File: src/rtl/hilo_muldiv_ctrl.sv
// hilo_muldiv_ctrl: HI/LO register pair plus a multi-cycle MULT/MULTU/DIV/DIVU
// sequencer. Multiply is radix-2 shift-add, divide is restoring (one bit per
// cycle). Signed operations run on magnitudes and fix the signs at the end.
// Optional feature macro: MD_FAST_MULT_EN (single-cycle combinational multiply).
`timescale 1ns/1ps
module hilo_muldiv_ctrl #(
  parameter int DATA_W = 32,
  parameter int ITER   = 32
) (
  input  logic              clk_in,
  input  logic              reset,
  input  logic              start,
  input  logic [1:0]        op,
  input  logic [DATA_W-1:0] rs_val,
  input  logic [DATA_W-1:0] rt_val,
  input  logic              hi_we,
  input  logic              lo_we,
  input  logic [DATA_W-1:0] wdata,
  output logic              stall,
  output logic              busy,
  output logic              done,
  output logic              div_zero,
  output logic [DATA_W-1:0] hi_out,
  output logic [DATA_W-1:0] lo_out,
  output logic [1:0]        dbg_state
);

  // Handshake: the decoder holds start (with op/rs_val/rt_val) for the whole
  // time the instruction sits at the PC. The operation is accepted on the
  // first edge of start in IDLE; done pulses for exactly one cycle in DONE,
  // where the CPU retires the instruction. start seen in DONE is the same
  // instruction and is ignored; start still high in the following IDLE cycle
  // is a new (back-to-back) instruction.

  localparam int                CNT_W    = $clog2(ITER);
  localparam logic [CNT_W-1:0]  CNT_LOAD = CNT_W'(ITER - 1);

  typedef enum logic [1:0] {
    S_IDLE = 2'd0,
    S_CALC = 2'd1,
    S_DONE = 2'd2
  } state_t;

  state_t                r_state;
  logic [1:0]            r_op;
  logic                  r_neg_lo;    // product / quotient is negative
  logic                  r_neg_hi;    // remainder is negative
  logic [DATA_W-1:0]     r_opb;       // multiplicand or divisor magnitude
  logic [2*DATA_W-1:0]   r_acc;       // {upper work half, multiplier/quotient bits}
  logic [CNT_W-1:0]      r_cnt;
  logic [DATA_W-1:0]     r_hi;
  logic [DATA_W-1:0]     r_lo;
  logic                  r_div_zero;

  logic                  w_signed_op;
  logic [DATA_W-1:0]     w_rs_mag;
  logic [DATA_W-1:0]     w_rt_mag;
  logic                  w_fast;
  logic [DATA_W:0]       w_mul_sum;
  logic [2*DATA_W-1:0]   w_mul_nxt;
  logic [DATA_W:0]       w_rem_sh;
  logic                  w_div_ge;
  logic [DATA_W-1:0]     w_rem_nxt;
  logic [2*DATA_W-1:0]   w_div_nxt;
  logic [2*DATA_W-1:0]   w_acc_nxt;
  logic [2*DATA_W-1:0]   w_prod;
  logic [DATA_W-1:0]     w_quot;
  logic [DATA_W-1:0]     w_rem;
  logic [DATA_W-1:0]     w_res_hi;
  logic [DATA_W-1:0]     w_res_lo;

  // Operand preparation: MULT and DIV (op[0]==0) are the signed flavours
  assign w_signed_op = ~op[0];
  assign w_rs_mag    = (w_signed_op & rs_val[DATA_W-1]) ? -rs_val : rs_val;
  assign w_rt_mag    = (w_signed_op & rt_val[DATA_W-1]) ? -rt_val : rt_val;

`ifdef MD_FAST_MULT_EN
  logic [2*DATA_W-1:0] w_fast_a;
  logic [2*DATA_W-1:0] w_fast_b;
  logic [2*DATA_W-1:0] w_fast_prod;
  // Sign-extend to full width; the low 2*DATA_W bits of the product are then
  // correct for both signed and unsigned operands.
  assign w_fast_a    = {{DATA_W{w_signed_op & rs_val[DATA_W-1]}}, rs_val};
  assign w_fast_b    = {{DATA_W{w_signed_op & rt_val[DATA_W-1]}}, rt_val};
  assign w_fast_prod = w_fast_a * w_fast_b;
  assign w_fast      = start & ~op[1];
`else
  assign w_fast      = 1'b0;
`endif

  // Shift-add step: add multiplicand into the upper half when the current
  // multiplier bit is set, then shift the whole accumulator right.
  assign w_mul_sum = {1'b0, r_acc[2*DATA_W-1:DATA_W]}
                   + {1'b0, (r_acc[0] ? r_opb : {DATA_W{1'b0}})};
  assign w_mul_nxt = {w_mul_sum, r_acc[DATA_W-1:1]};

  // Restoring divide step: shift the next dividend bit into the remainder,
  // subtract the divisor when it fits and record the quotient bit.
  assign w_rem_sh  = {r_acc[2*DATA_W-1:DATA_W], r_acc[DATA_W-1]};
  assign w_div_ge  = (w_rem_sh >= {1'b0, r_opb});
  assign w_rem_nxt = w_div_ge ? (w_rem_sh[DATA_W-1:0] - r_opb) : w_rem_sh[DATA_W-1:0];
  assign w_div_nxt = {w_rem_nxt, r_acc[DATA_W-2:0], w_div_ge};

  assign w_acc_nxt = r_op[1] ? w_div_nxt : w_mul_nxt;

  // Sign correction on the final iteration's result
  assign w_prod   = r_neg_lo ? -w_acc_nxt : w_acc_nxt;
  assign w_quot   = r_neg_lo ? -w_acc_nxt[DATA_W-1:0] : w_acc_nxt[DATA_W-1:0];
  assign w_rem    = r_neg_hi ? -w_acc_nxt[2*DATA_W-1:DATA_W] : w_acc_nxt[2*DATA_W-1:DATA_W];
  assign w_res_hi = r_op[1] ? w_rem  : w_prod[2*DATA_W-1:DATA_W];
  assign w_res_lo = r_op[1] ? w_quot : w_prod[DATA_W-1:0];

  // Sequencer FSM, HI/LO register pair and MTHI/MTLO writes
  always_ff @(posedge clk_in or negedge reset) begin
    if (!reset) begin
      r_state    <= S_IDLE;
      r_op       <= 2'b00;
      r_neg_lo   <= 1'b0;
      r_neg_hi   <= 1'b0;
      r_opb      <= {DATA_W{1'b0}};
      r_acc      <= {(2*DATA_W){1'b0}};
      r_cnt      <= {CNT_W{1'b0}};
      r_hi       <= {DATA_W{1'b0}};
      r_lo       <= {DATA_W{1'b0}};
      r_div_zero <= 1'b0;
    end else begin
      case (r_state)
        S_IDLE: begin
          r_div_zero <= 1'b0;
          if (start) begin
            r_op     <= op;
            r_neg_lo <= w_signed_op & (rs_val[DATA_W-1] ^ rt_val[DATA_W-1]);
            r_neg_hi <= w_signed_op & rs_val[DATA_W-1];
            r_opb    <= w_rt_mag;
            r_acc    <= {{DATA_W{1'b0}}, w_rs_mag};
            r_cnt    <= CNT_LOAD;
            if (op[1] && (rt_val == {DATA_W{1'b0}})) begin
              r_div_zero <= 1'b1;
              r_state    <= S_DONE;
            end
`ifdef MD_FAST_MULT_EN
            else if (!op[1]) begin
              r_hi    <= w_fast_prod[2*DATA_W-1:DATA_W];
              r_lo    <= w_fast_prod[DATA_W-1:0];
              r_state <= S_DONE;
            end
`endif
            else begin
              r_state <= S_CALC;
            end
          end else begin
            if (hi_we) r_hi <= wdata;
            if (lo_we) r_lo <= wdata;
          end
        end
        S_CALC: begin
          r_acc <= w_acc_nxt;
          r_cnt <= r_cnt - CNT_W'(1);
          if (r_cnt == {CNT_W{1'b0}}) begin
            r_hi    <= w_res_hi;
            r_lo    <= w_res_lo;
            r_state <= S_DONE;
          end
        end
        S_DONE: begin
          r_div_zero <= 1'b0;
          r_state    <= S_IDLE;
        end
        default: begin
          r_state <= S_IDLE;
        end
      endcase
    end
  end

  // The start cycle of a slow operation is already stalled; reset drops it at once
  assign stall     = reset & (((r_state == S_IDLE) & start & ~w_fast) | (r_state == S_CALC));
  assign busy      = (r_state != S_IDLE);
  assign done      = (r_state == S_DONE);
  assign div_zero  = r_div_zero;
  assign hi_out    = r_hi;
  assign lo_out    = r_lo;
  assign dbg_state = r_state;

endmodule

File: config.mk
export PLATFORM = sky130hd
export DESIGN_NAME = hilo_muldiv_ctrl
export DESIGN_NICKNAME = d
export VERILOG_FILES = /design/src/rtl/hilo_muldiv_ctrl.sv
export SDC_FILE = /design/constraint.sdc
export NUM_CORES = 1
export LEC_CHECK = 0
export CAP_MARGIN = 0
export CORE_MARGIN = 3
export CORE_UTILIZATION = 34
export CTS_BUF_LIST = sky130_fd_sc_hd__clkbuf_4 sky130_fd_sc_hd__clkbuf_8
export DETAILED_ROUTE_END_ITERATION = 6
export GPL_TIMING_DRIVEN = 0
export SYNTH_ARGS = -nofsm -noshare
export SYNTH_HDL_FRONTEND = slang
export SYNTH_SLANG_ARGS = --single-unit
File: constraint.sdc
create_clock -name clk_in -period 6.1 [get_ports clk_in]
set_input_delay 0.61 -clock clk_in [delete_from_list [all_inputs] [get_ports clk_in]]
set_output_delay 0.61 -clock clk_in [all_outputs]
set_load 0.03 [all_outputs]
* After elaboration in Yosys (flattened, before gate mapping)
Index checks and enable logic that the tools add are counted.
Word-level totals: register bits after elaboration 172, bits of input ports 103
Cells by class: multiplexer cells 29, magnitude comparators 1, eq/ne operators 7, reduce and logical (&&, ||, !) cells 12, bitwise gates (word level) 8, $add $sub $neg 8
Operators by type and width (count):
- 2-to-1 mux 32 bit | 14
- 2-to-1 mux 64 bit | 3
- negator 32 bit | 4
- case mux 32 bit (2 select lines) | 2
- case mux 64 bit (2 select lines) | 1
- negator 64 bit | 1
- adder 32 x 32 -> 33 bit | 1
- >= comparator 33 x 32 -> 1 bit | 1
- logical NOT 32 bit | 1
- subtractor 32 bit | 1
- inequality test 2 bit, second input constant | 5
- case mux 5 bit (2 select lines) | 1
- AND reduction 4 bit | 2
- 2-to-1 mux 2 bit | 3
- AND reduction 2 bit | 3
- nonzero test 2 bit | 3
- bitwise AND 1 bit | 5
- logical NOT 5 bit | 1
- 2-to-1 mux 5 bit | 1
- subtractor 5 x 1 -> 5 bit, second input constant | 1
- case mux 2 bit (2 select lines) | 1
- equality test 2 x 1 -> 1 bit, second input constant | 1
- equality test 2 bit, second input constant | 1
- logical NOT 2 bit | 1
- 6 further kinds | 7

* Depth between registers and ports, before layout
Gate-level depths: netlist (run 1).
depth in word-level cells 8, depth in mapped cells 23, gate-level depth less buffers 21

* Worst setup path before layout (run 1)
OpenSTA, ideal clock, no wires.
kind flip-flop to flip-flop, from reg r_op[1], to reg r_lo[30] (netlist: lo_out[30]), required time 5975 ps, arrival 5437 ps, buffers on the path 7, stages on the path, launching flop included 19, slack 538 ps, period minus slack after synthesis 5562 ps, library setup time 125 ps, path through dfrtp_1 clkbuf_1 clkbuf_1 clkbuf_1 clkbuf_1 buf_1 buf_1 buf_1 mux2i_1 ha_1 o221ai_1 nor4_1 o21ai_0 or2_2 or3_1 o31ai_1 xnor2_1 o21ai_0 mux2_2
Between the ends: longest elaborated chain between the ends 6, elaborated cells on any way between the ends 8, classes of those cells add/sub (2); mux (6)
RTL lines:
- from (decl) | line 45 | logic [1:0] r_op;
- from (signal assigned) | line 131 | r_op <= op;
- 2-to-1 mux 64 bit | line 104 | assign w_acc_nxt = r_op[1] ? w_div_nxt : w_mul_nxt;
- negator 64 bit / negator 32 bit (equally long branches) | line 107, 108
- 2-to-1 mux 64 bit / 2-to-1 mux 32 bit (equally long branches) | line 107, 108
- 2-to-1 mux 32 bit (*) | line 111 | assign w_res_lo = r_op[1] ? w_quot : w_prod[DATA_W-1:0];
- 2-to-1 mux 32 bit (*) | line 159 | if (r_cnt == {CNT_W{1'b0}}) begin
- case mux 32 bit (2 select lines) (*) | line 127 | case (r_state)
- to (signal assigned) | line 124 | r_lo <= {DATA_W{1'b0}};
- to (signal assigned) | line 153 | if (lo_we) r_lo <= wdata;
- to (signal assigned) | line 161 | r_lo <= w_res_lo;
- to (decl) | line 52 | logic [DATA_W-1:0] r_lo;
Every way passes the cells marked *; elsewhere a longest branch is shown, timed or not. The select of a mux whose other input is x is not followed. A chain may end at the register's enable or synchronous reset.

* Worst setup path after layout (run 1)
from reg r_opb[21], to reg r_hi[31] (netlist: hi_out[31])
Between the ends: longest elaborated chain between the ends 8, elaborated cells on any way between the ends 13, classes of those cells add/sub (4); order compare (1); mux (8)
RTL lines:
- from (decl) | line 48 | logic [DATA_W-1:0] r_opb;
- from (signal assigned) | line 120 | r_opb <= {DATA_W{1'b0}};
- from (signal assigned) | line 134 | r_opb <= w_rt_mag;
- 2-to-1 mux 32 bit (tied with other cells) | line 94 | + {1'b0, (r_acc[0] ? r_opb : {DATA_W{1'b0}})};
- adder 32 x 32 -> 33 bit / 2-to-1 mux 32 bit (equally long branches) | line 94, 101
- 2-to-1 mux 64 bit (*) | line 104
- negator 64 bit / negator 32 bit (equally long branches) | line 107, 109
- 2-to-1 mux 64 bit / 2-to-1 mux 32 bit (equally long branches) | line 107, 109
- 2-to-1 mux 32 bit (*) | line 110 | assign w_res_hi = r_op[1] ? w_rem : w_prod[2*DATA_W-1:DATA_W];
- 2-to-1 mux 32 bit (*) | line 159
- case mux 32 bit (2 select lines) (*) | line 127
- to (signal assigned) | line 123 | r_hi <= {DATA_W{1'b0}};
- to (signal assigned) | line 152 | if (hi_we) r_hi <= wdata;
- to (signal assigned) | line 160 | r_hi <= w_res_hi;
- to (decl) | line 51 | logic [DATA_W-1:0] r_hi;
Marked as above.

==> qor.txt, run 1 <==
largest fanout on the critical path: 10
biggest cell delay along the critical path: 0.53 ns
critical path, cell by cell: inv_1, ha_1, clkbuf_1, nand4_1, or3_1, or3_1, nand3_1, buf_2, mux2i_1, o2111ai_1, o21a_1, o31ai_2, nand2_1, o31ai_1, mux2i_1, o211ai_1
root buf cell: clkbuf_8
maximum clock frequency: 168 MHz
most common cell after layout, fill and taps aside: nand2_1
die span in x: 219 um
wire length per cell: 23.8 um
largest family of logic cells by synthesized area: compound AO/OA/AOI/OAI gates
reg2reg start: r_opb[21]
pin count of the biggest net entering global routing: 107
H-tree depth: 4
CTS tree: yes
Rel. slew slack: 18.5%
Total Routed Length: 67,300 um
XOR/XNOR Fraction of Synth Area: 8.50%
most frequent cells in the layout: 264 x nand2_1, 184 x o21ai_0, 171 x clkdlybuf4s50_1, 170 x dfrtp_1, 148 x a21oi_1
clock sink count: 171
initial antenna violation count: 2
P&R area growth vs syn: 20.0%
synthesized area per cell: 7.69 um^2
# port buffers: 172
status: completed
async set or reset register ratio after synthesis: 100%
EDFF count, synth: 0
Placed Instances: 2,775
actual slew at the worst max-slew pin: 1.21 ns
flops & latches, synth: 171
unrepaired setup endpoints after global routing: false
CTS buffer count: 17
GP Congestion: 0.986
post-synth design cell area: 15,500 um^2
Mapped Cells: 2,010
Final setup viols: 0
Worst EP required: 6.48 ns
final worst path period need: 5.94 ns
share of cells above drive strength 1: 5.79%
clock-pin slew on the worst setup and hold paths: 0.12 ns
Hold Buf Count CTS: 0
Post-Syn Nets: 2,185
Core Region: 44,600 um^2
nets: 2,389
vias in the first global route: 15,900
final clock skew: 0.0347 ns
Seq/Total Area, Yosys: 27.7%
crit path DAT: 6.32 ns
I/O pins: 173
die height: 219 um
Synth cell types: 83
mux cell area share after synthesis: 4.64%
Rows: 77
Remaining Overflow, GRT: 0
DRC: 0
total iterations of the first detailed-routing run: 5
ratio of final minimum period to clock period: 97.4%
crit path kind: reg -> reg
global-route wire length before repair: 99,800 um
DP HPWL: 55,200 um
post-route insts no fill: 2,821
max-cap viol count: 0
final antenna-violating net count: 0
DRT iter0 DRCs: 1,595
Initial Util: 34.7%
CP Launch Type: register
Fin. Hold Viols: 0
fin. max-slew vios: 0
slowest CP cell: or3_1
crit path from: r_opb[21]
Synth Area in Simple Gates: 23.2%
Synth Flop Type: dfrtp_1
via count: 16,800
Via density: 5.95
Synth Area in Adders: 5.92%
clock insertion delay at the later pin of the skew report: 0.53 ns
YS warnings: 0
die area: 48,100 um^2
Crit. End Element: register
CTS max path bufs: 2
Tightest Hold Check Type: in -> async
compound-gate portion of the synthesized area: 25.5%
total track usage: 27.5%
[state kept, by name, indices dropped and copies added (netlist names)]
signal     count
r_acc         64
hi_out        32
lo_out        32
r_opb         32
r_cnt          5
dbg_state      2
div_zero       1
r_neg_hi       1
r_neg_lo       1
r_op           1
[cell families after synthesis]
group | after synthesis
XOR/XNOR | 150
buffers and inverters | 179
multiplexers | 69
adder cells (fa/ha/maj) | 72
flip-flops | 171
AND/OR/NAND/NOR | 745
AO/OA/AOI/OAI | 624
[stage by stage]
stage	hold slack [ns]	instance area [um^2]	TNS, ns	setup WS [ns]	utilization, %
detailed placement	0.474	18000	-59.17	-2.74	40.3
global placement	0.461	17900	-555.88	-2.93	40.2
finish	0.0455	18500	0	0.158	41.6
CTS	0.0345	18400	0	0.0150	41.3
global route	0.0577	18500	0	0.00608	41.6
floorplan	0.314	15500	0	0.538	-
[final cells by class]
class	count	area (um^2)
diodes	2	5.00
plain buffers	113	474
clock buffers	18	241
clock inverters	14	154
fillers	4647	26100
inverters	64	240
multi-input cells	1660	10600
flip-flops and latches	171	4280
well taps	592	741
repair buffers	187	1860
[worst max-delay path, delay by kind of cell, from the launching register on]
kind / cells / cell delay (ns)
buffers and inverters: 3 / 0.80
muxes: 2 / 0.70
AOI/OAI and AO/OA: 5 / 1.64
adders and majority gates: 1 / 0.28
DFF: 1 / 0.51
and+or+nand+nor: 5 / 1.86
[final timing paths]
kind,endpoint,slack [ns],cells after the start
max in group asynchronous,r_op[1],5.05,2
worst max-delay path,hi_out[31],0.16,16
worst min-delay path,hi_out[15],0.05,1
worst max register to register,hi_out[31],0.16,16
min in group clk_in,hi_out[14],0.49,2
worst min register to register,hi_out[14],0.49,2
[synthesized netlist by cell type, types with 40 or more instances]
| cell | number | area, um^2 |
|---|---|---|
| clkbuf_1 | 91 | 342 |
| o21ai_0 | 187 | 936 |
| nand2_1 | 265 | 995 |
| nand3_1 | 75 | 375 |
| a31oi_1 | 40 | 250 |
| o221ai_1 | 40 | 350 |
| inv_1 | 63 | 236 |
| mux2i_1 | 48 | 480 |
| a21oi_1 | 152 | 761 |
| nor3_1 | 57 | 285 |
| nor2_1 | 142 | 533 |
| and2_1 | 48 | 300 |
| xor2_1 | 61 | 534 |
| dfrtp_1 | 171 | 4280 |
| ha_1 | 70 | 876 |
| xnor2_1 | 89 | 780 |
[per-layer routing]
metal / global-route usage, % / vias to the layer above / wire length (um)
li1: - / 7763 / -
met1: 39.7 / 8252 / 30900
met2: 41.5 / 657 / 29500
met3: 5.51 / 102 / 5200
met4: 7.41 / 2 / 1660
met5: 0 / - / 13
[repair_timing]
item / CTS / global route
buffers inserted: 1 / 13
gates resized for setup: 27 / 7
setup endpoints to repair: 35 / 20
endpoints found under the hold margin: 0 / 0
cloned: 0 / 0
pin swaps: 1 / 6
Power of run 1 is left out: the tool's default activity adds up to more than one toggle a clock period on the data nets, which glitch-free logic cannot reach.
==> inputs of run 2 (changes only) <==
--- a/config.mk
+++ b/config.mk
@@ -5,6 +5,7 @@
 export SDC_FILE = /design/constraint.sdc
 export NUM_CORES = 1
 export LEC_CHECK = 0
+export ABC_AREA = 1
 export CAP_MARGIN = 0
 export CORE_MARGIN = 3
 export CORE_UTILIZATION = 34
==> run 2 against run 1 <==
- die area is 13% higher
- final area is 11% higher
- global-route usage is 0.35 points lower
- routed wire length is 11% higher
- clock-buffer cell count is 4 higher
- critical path depth is 11 higher
- maximum frequency is 21% higher
- register-to-register slack better by 1.1 ns
- largest cell class unchanged
- highest routed layer is now met4
==> qor.txt, run 2 <==
clock-pin slew on the worst setup and hold paths: 0.10 ns
CTS buffer count: 17
total track usage: 27.1%
pre-CTS setup slack: 1.41 ns
YS warnings: 0
P&R area growth vs syn: 17.0%
via count: 19,800
wire length per cell: 19.9 um
async set or reset register ratio after synthesis: 100%
I/O pins: 173
max-cap viol count: 0
Synth cell types: 67
postcts setup bufs: 0
Initial Util: 34.8%
Total Routed Length: 74,400 um
DRC: 0
largest fanout on the critical path: 10
nets: 3,236
Setup TNS: 0 ns
FF-to-FF End: hi_out[10]
Remaining Overflow, GRT: 0
Mapped Cells: 2,869
Multi-input gate area: 11,200 um^2
Seq/Total Area, Yosys: 24.3%
pin count of the biggest net entering global routing: 93
Core Region: 50,600 um^2
Rel. slew slack: 24.4%
H-tree depth: 4
Synth top area share: 24.3%
Final setup viols: 0
Synth Flop Type: dfrtp_1
final antenna-violating net count: 0
fin. max-slew vios: 0
Tightest Hold Check Type: in -> async
total iterations of the first detailed-routing run: 6
initial antenna violation count: 2
synth top area cells: dfrtp_1 24%, nand2_1 18%, inv_1 8.9%, nor2_1 6.2%, nand3_1 6.1%
Hold Buf Count CTS: 0
DRT iter0 DRCs: 2,039
global-route wire length before repair: 112,000 um
Fillers: 5,581
crit path DAT: 5.34 ns
Worst EP required: 6.55 ns
die height: 233 um
max reg flops: 64
reg-to-reg slack, setup: 1.21 ns
GP Congestion: 0.993
Post-Syn Nets: 3,044
EDFF count, synth: 0
root buf cell: clkbuf_8
clock insertion delay at the later pin of the skew report: 0.52 ns
crit path kind: reg -> reg
Sequential Area: 4280 um^2
actual slew at the worst max-slew pin: 1.13 ns
Yosys top cell by area: dfrtp_1
post-cts sizing count: 0
most common cell after layout, fill and taps aside: nand2_1
post-synth design cell area: 17,600 um^2
list of most frequent post-synthesis cells: 855 x nand2_1, 417 x inv_1, 289 x nor2_1, 216 x nand3_1, 171 x dfrtp_1
Rows: 82
DP HPWL: 62,000 um
die span in x: 233 um
die area: 54,500 um^2
maximum clock frequency: 204 MHz
most frequent cells in the layout: 855 x nand2_1, 417 x inv_1, 289 x nor2_1, 216 x nand3_1
CTS max path bufs: 2
top-count cell post-synth: nand2_1
final worst path period need: 4.89 ns
reg2reg path depth: 27
# port buffers: 172
flops & latches, synth: 171
post-route insts no fill: 3,748
synthesized area per cell: 6.13 um^2
final clock skew: 0.0270 ns
post-layout util: 40.7%
post-route setup slack: 1.21 ns
unrepaired setup endpoints after global routing: false
status: completed
reg2reg start: r_opb[26]
vias in the first global route: 18,500
Via density: 5.29
share of cells above drive strength 1: 7.09%
Largest Register: r_acc
CTS tree: yes
Fin. Hold Viols: 0
Placed Instances: 3,714
ratio of final minimum period to clock period: 80.2%
Crit. End Element: register
CP Launch Type: register
clock sink count: 171
-- run 2: cell types whose count changed after synthesis, sizes merged, moves of 29 or more --
cell,delta
nand2,+609
inv,+379
nor2,+181
nand3,+159
xnor2,-67
mux2i,-48
and2,-42
a21oi,-36
a31oi,-31
clkbuf,-30
or2,+29
-- run 2: metal layers --
metal | vias to the layer above | global-route usage, % | wire [um]
li1 | 9632 | - | -
met1 | 9248 | 38.0 | 32800
met2 | 831 | 42.0 | 32800
met3 | 129 | 4.60 | 6290
met4 | 0 | 9.64 | 2630
met5 | - | 0 | 0
-- run 2: stage by stage --
step / hold slack [ns] / cell area [um^2]
floorplan: 0.314 / 17600
global placement: 0.461 / 20100
detailed placement: 0.466 / 20200
CTS: 0.0778 / 20600
global route: 0.0789 / 20600
finish: 0.0569 / 20600
-- run 2: cells by family after synthesis --
group	synth area share [%]
compound gates	14.9
mux	0.0640
flops	24.3
simple gates	39.6
buf+inv	12.2
xor+xnor	3.69
fa+ha+maj	5.21
-- run 2: area by class of cell --
class	count	area share (%)
Antenna cell	2	0.0243
Clock inverter	10	0.505
Sequential cell	171	20.8
Clock buffer	22	1.41
Multi-Input combinational cell	2160	54.2
Tap cell	672	4.09
Buffer	94	2.35
Inverter	444	8.10
Timing Repair Buffer	173	8.52
-- run 2: worst max-delay path, stage by stage, from the launching register on --
cell       delay (ns)
dfrtp_1          0.54
inv_1            0.08
ha_1             0.38
nand2_1          0.15
nor2_1           0.09
nand3_1          0.15
nor2_1           0.06
nand2_1          0.07
nand2_2          0.08
nor2_4           0.20
buf_6            0.19
nand3_1          0.13
nand2_2          0.17
ha_1             0.20
inv_1            0.07
nor2_4           0.14
nand3_4          0.10
nor2_4           0.17
nand3_4          0.13
nor3_4           0.20
nand4_2          0.17
nor2_2           0.15
o21ai_0          0.18
a21oi_1          0.44
inv_1            0.08
nand3_1          0.08
nand3_1          0.20
a2bb2oi_1        0.19
-- run 2: worst max path at each step --
| stage | startpoint | endpoint | slack, ns | cells after the start |
|---|---|---|---|---|
| floorplan | r_acc[33] | hi_out[22] | 2.56 | 32 |
| global placement | reset | r_opb[11] | -3.15 | 1 |
| detailed placement | r_opb[25] | hi_out[10] | 1.41 | 27 |
| CTS | r_opb[26] | hi_out[10] | 1.39 | 27 |
| global route | r_opb[26] | hi_out[10] | 0.89 | 27 |
| finish | r_opb[26] | hi_out[10] | 1.21 | 27 |
Power of run 2 is left out for the same reason.
